<file path="src/rtl/seg7_pkg.sv">
// rtl/seg7_pkg.sv - Active-low seven-segment glyphs for hex digits (segment order g..a).
package seg7_pkg;

    localparam logic [6:0] SEG_BLANK = 7'b1111111;

    localparam logic [6:0] SEG_TABLE [16] = '{
        7'b1000000, 7'b1111001, 7'b0100100, 7'b0110000,
        7'b0011001, 7'b0010010, 7'b0000010, 7'b1111000,
        7'b0000000, 7'b0010000, 7'b0001000, 7'b0000011,
        7'b1000110, 7'b0100001, 7'b0000110, 7'b0001110
    };

    function automatic logic [6:0] hex_to_seg(input logic [3:0] nib);
        logic [6:0] seg;
        seg = SEG_BLANK;
        for (int i = 0; i < 16; i++) begin
            if (nib == 4'(i)) seg = SEG_TABLE[i];
        end
        return seg;
    endfunction

endpackage

</file>
<file path="src/rtl/btn_debounce.sv">
// rtl/btn_debounce.sv - Synchronise and debounce a raw button; one-cycle pulse on each accepted press.
module btn_debounce #(
    parameter int DB_CYCLES = 1000000
) (
    input  logic clk,
    input  logic rst_n,
    input  logic btn_raw,
    output logic level,
    output logic rise_pulse
);

    localparam int CW = $clog2(DB_CYCLES);

    logic          sync1_q, sync1_d;
    logic          sync2_q, sync2_d;
    logic [CW-1:0] cnt_q, cnt_d;
    logic          stable_q, stable_d;
    logic          stable_dly_q, stable_dly_d;
    logic          rise_q, rise_d;

    always_comb begin
        sync1_d      = btn_raw;
        sync2_d      = sync1_q;
        cnt_d        = '0;
        stable_d     = stable_q;
        stable_dly_d = stable_q;
        rise_d       = stable_q & ~stable_dly_q;
        // Any cycle where the synchronised level agrees with stable restarts the count.
        if (sync2_q != stable_q) begin
            if (cnt_q == CW'(DB_CYCLES - 1)) begin
                stable_d = sync2_q;
            end else begin
                cnt_d = cnt_q + CW'(1);
            end
        end
    end

    always_ff @(posedge clk or negedge rst_n) begin
        if (!rst_n) begin
            sync1_q      <= 1'b0;
            sync2_q      <= 1'b0;
            cnt_q        <= '0;
            stable_q     <= 1'b0;
            stable_dly_q <= 1'b0;
            rise_q       <= 1'b0;
        end else begin
            sync1_q      <= sync1_d;
            sync2_q      <= sync2_d;
            cnt_q        <= cnt_d;
            stable_q     <= stable_d;
            stable_dly_q <= stable_dly_d;
            rise_q       <= rise_d;
        end
    end

    assign level      = stable_q;
    assign rise_pulse = rise_q;

endmodule

</file>
<file path="src/rtl/step_counter.sv">
// rtl/step_counter.sv - Debounced push-button up/down counter with load, wrap/saturate and hex display.
module step_counter
    import seg7_pkg::*;
#(
    parameter  int WIDTH     = 4,
    parameter  int DB_CYCLES = 1000000,
    parameter  int SATURATE  = 0,
    localparam int NDIG      = (WIDTH + 3) / 4
) (
    input  logic                clk,
    input  logic                rst_n,
    input  logic                step_btn,
    input  logic                dir,
    input  logic                load,
    input  logic [WIDTH-1:0]    load_val,
    output logic [WIDTH-1:0]    count,
    output logic                step_pulse,
    output logic                limit,
    output logic [7*NDIG-1:0]   hex
);

    localparam int NBITS = 4 * NDIG;

    logic             btn_level;
    logic             btn_rise;
    logic             step;
    logic [WIDTH-1:0] count_q, count_d;
    logic             limit_q, limit_d;
    logic [NBITS-1:0] count_ext;

    btn_debounce #(.DB_CYCLES(DB_CYCLES)) u_debounce (
        .clk        (clk),
        .rst_n      (rst_n),
        .btn_raw    (step_btn),
        .level      (btn_level),
        .rise_pulse (btn_rise)
    );

    // The debounced level is always high while rise_pulse is; the AND keeps the step qualified by it.
    assign step = btn_rise & btn_level;

    always_comb begin
        count_d = count_q;
        limit_d = 1'b0;
        if (load) begin
            count_d = load_val;
        end else if (step) begin
            if (dir) begin
                if (count_q == '1) begin
                    limit_d = 1'b1;
                    count_d = (SATURATE != 0) ? count_q : '0;
                end else begin
                    count_d = count_q + WIDTH'(1);
                end
            end else begin
                if (count_q == '0) begin
                    limit_d = 1'b1;
                    count_d = (SATURATE != 0) ? count_q : '1;
                end else begin
                    count_d = count_q - WIDTH'(1);
                end
            end
        end
    end

    always_ff @(posedge clk or negedge rst_n) begin
        if (!rst_n) begin
            count_q <= '0;
            limit_q <= 1'b0;
        end else begin
            count_q <= count_d;
            limit_q <= limit_d;
        end
    end

    assign count      = count_q;
    assign limit      = limit_q;
    assign step_pulse = btn_rise;
    assign count_ext  = NBITS'(count_q);

    for (genvar g = 0; g < NDIG; g++) begin : g_digit
        assign hex[7*g +: 7] = hex_to_seg(count_ext[4*g +: 4]);
    end

endmodule

</file>
<file path="config.mk">
export PLATFORM = sky130hd
export DESIGN_NAME = step_counter
export DESIGN_NICKNAME = d
export VERILOG_FILES = /design/src/rtl/seg7_pkg.sv /design/src/rtl/btn_debounce.sv /design/src/rtl/step_counter.sv
export SDC_FILE = /design/constraint.sdc
export NUM_CORES = 1
export LEC_CHECK = 0
export CAP_MARGIN = 20
export CORE_MARGIN = 10
export CORE_UTILIZATION = 30
export CTS_BUF_LIST = sky130_fd_sc_hd__clkbuf_4
export CTS_CLUSTER_SIZE = 12
export DETAILED_ROUTE_END_ITERATION = 8
export PLACE_DENSITY = 0.59
export SLEW_MARGIN = 20
export SYNTH_ARGS = -nofsm -noshare
export SYNTH_HDL_FRONTEND = slang
export SYNTH_SLANG_ARGS = --single-unit
export TNS_END_PERCENT = 50
</file>
<file path="constraint.sdc">
create_clock -name clk -period 1.7 [get_ports clk]
set_input_delay 0.17 -clock clk [delete_from_list [all_inputs] [get_ports clk]]
set_output_delay 0.17 -clock clk [all_outputs]
set_load 0.005 [all_outputs]
</file>
==> flow_summary_export.csv <==
group,metric,value,unit
worst_setup_path,rr_startpoint,"count[0]",
clock_network,ctsRootBufferMaster,"clkbuf_4",
sta,fin_crit_sh,113,%
synth,async_flop_share,100,%
synth,ys_ff_latch,30,
die,die_h,98.1,um
clock_network,path_clk_slew,0.10,ns
die,start_util,30.9,%
min_path,hold_path.class,"primary input to async pin",
sta,finalCriticalPeriod,1.92,ns
clock_network,clockBufferDepth,2,
routing,drt_first_iter_violations,102,
power,power_density,617,mW/mm2
cells_and_area,insertedDiodeCount,0,
clock_network,cts_buffers,5,
cells_and_area,nFillCells,548,
grt,antenna_found_initial,0,
job,maxCapViolCount,0,
synth,ys_warn_count,0,
place,port_buffers,21,
power,finalPower,1.73,mW
place,gp_congestion,0.881,
status,violations,"negative setup slack",
die,coreArea,0.00592,mm2
grt,grt_pass1_wl,7730,um
sta,hold_violations,0,
synth,synthTopCellsByArea,"dfrtp_1 (41%), nor2_1 (5.3%), o21ai_0 (4.9%)",
synth,syn_area,0.00183,mm2
worst_setup_path,crit_fanout,8,
synth,ys_top_cells_by_count,"dfrtp_1 (30), nor2_1 (26), o21ai_0 (18)",
routing,drt_wl_total,4970,um
sta,worst_slack,-0.217,ns
synth,synth_top_area_share,41.0,%
worst_setup_path,cp.arrival,1.75,ns
grt,first_global_vias,1674,
synth,synth_edf_count,0,
grt,grt_start_max_net_pins,31,
clock_network,cts_tree,"done",
sta,rsz0062_at_grt,"yes",
place,dpl_worst_slack,-0.320,ns
routing,post_drt_wl_per_cell,13.9,um
synth,synthFlopType,"dfrtp_1",
sta,drv_slew,0,
worst_setup_path,crit_path_end_kind,"output port",
die,die_x,98.1,um
sta,skew,0.0170,ns
worst_setup_path,cp.required,1.53,ns
routing,dr.pass1.iters,4,
sta,timing.fmax,522,MHz
worst_setup_path,cp-start-kind,"flop",
clock_network,cts.htree.levels,2,
sta,setup_viol,9,
synth,yosysMostFrequentCell,"dfrtp_1",
cells_and_area,area_growth,52.8,%
synth,syn_inst,211,
synth,yosysTopAreaCell,"dfrtp_1",
worst_setup_path,crit_type,"flop to output port",
status,status,"complete, but fails checks",
sta,relSlewSlack,75.1,%
synth,ys_seq_area_share,41.0,%
clock_network,insertion_delay,0.34,ns
die,die_area,0.00963,mm2
clock_network,ctsHoldBuffers,0,
synth,syn-num-nets,226,
grt,grt.total_usage,9.38,%
die,fp-row-count,28,
routing,highest_layer,"met4",
routing,wl_met3,199,um
grt,gr-total-overflow,0,
routing,vias,1809,
cells_and_area,finish.net_count,297,
synth,synth_cell_types,45,
routing,drtAntennaViolNets,0,
worst_setup_path,cp-startpoint,"count[0]",
cells_and_area,layout-drive-gt1-share,41.3,%
place,hpwl,3370,um
routing,viasPerCell,5.05,
synth,syn_avg_cell_area,8.68,um2
die,io_pins,22,
power,peakVddDrop,0.302,mV
sta,worstMarginPinSlew,0.374,ns
clock_network,cts.sinks,30,
routing,wl_met1,2160,um
routing,drcViolationCount,0,
power,leakage,1.15,nW
routing,met2_wirelength,2490,um
[layer usage]
layer	track usage, %	vias to the layer above
met3	2.54	10
met2	15.0	41
met4	4.96	0
met1	11.2	875
li1	-	883
met5	0	-
[cells by family after synthesis]
logic type	after synthesis	share of synthesized area, %
adders and majority gates	6	4.10
xor gates and xnor gates	14	6.69
AOI/OAI and AO/OA	52	17.4
muxes	3	1.71
buffers and inverters	22	4.71
and+or+nand+nor	84	24.5
DFF	30	41.0
[through the flow]
| stage | util (%) | setup TNS (ns) | hold slack (ns) | instance area [um2] | instances |
|---|---|---|---|---|---|
| 2_1_floorplan | - | 0 | -0.126 | 1880 | 211 |
| 3_3_place_gp | 41.7 | -1.81 | 0.336 | 2470 | 340 |
| 3_5_place_dp | 41.7 | -2.02 | 0.335 | 2470 | 340 |
| 4_1_cts | 44.1 | -1.71 | 0.216 | 2610 | 354 |
| 5_1_grt | 47.3 | -3.23 | 0.221 | 2800 | 358 |
| 6_report | 47.3 | -1.42 | 0.204 | 2800 | 358 |
[final cells by class]
cell class	count	area [um2]	area share [%]
timing repair buffer	75	611	21.8
sequential	30	759	27.1
tap	75	93.8	3.35
clock buffer	7	52.6	1.88
inverter	11	48.8	1.74
multi-input combinational	159	1230	43.9
clock inverter	1	3.75	0.134
[path summary, 6_finish.rpt]
path / slack [ns] / cells after the start / to
max in group asynchronous: 1.19 / 2 / u_debounce.cnt_q[3]
worst min register to register: 0.35 / 0 / u_debounce.sync2_q
worst min-delay path: 0.20 / 2 / u_debounce.cnt_q[12]
min in group clk: 0.27 / 1 / u_debounce.sync1_q
worst max-delay path: -0.22 / 6 / hex[6]
worst max register to register: -0.14 / 8 / count[0]
[power breakdown]
part,leakage (nW),switching (mW),internal [mW],total (mW)
clock,0.0338,0.240,0.191,0.431
combinational,0.723,0.251,0.287,0.538
sequential,0.395,0.0274,0.732,0.759
total,1.15,0.518,1.21,1.73
[placed cells by master, fill, tap and decap left out, types with 6 or more instances in the layout]
cell              n
dfrtp_2           7
o21ai_1           8
xnor2_1           8
nor2_1           21
dfrtp_1          23
o21ai_0          10
buf_2             6
buf_6             8
buf_4            46
a21oi_2           6
a21oi_1          12
clkdlybuf4s50_1  14
inv_1             7
nand2_1          14
clkbuf_4          7
[state kept, by name, summed over array words and instances, names as in the netlist]
register and count:
limit 1, u_debounce.cnt_q 20, u_debounce.level 1, u_debounce.rise_pulse 1
u_debounce.sync1_q 1, count 4, u_debounce.sync2_q 1, u_debounce.stable_dly_q 1
[critical path, cell delays in order (launching register included)]
cell	delay (ns)
dfrtp_2	0.48
ha_4	0.20
buf_6	0.14
nor4_4	0.26
a21oi_1	0.07
o21ai_1	0.13
buf_2	0.13
[timing repair]
action / 4_1_cts / 5_1_grt
setup buffers: 6 / 4
gates cloned: 0 / 1
endpoints found under the setup margin: 10 / 34
pin swaps: 10 / 16
gates resized for setup: 44 / 47
endpoints found under the hold margin: 0 / 0
(Power assumes the default switching activity.)
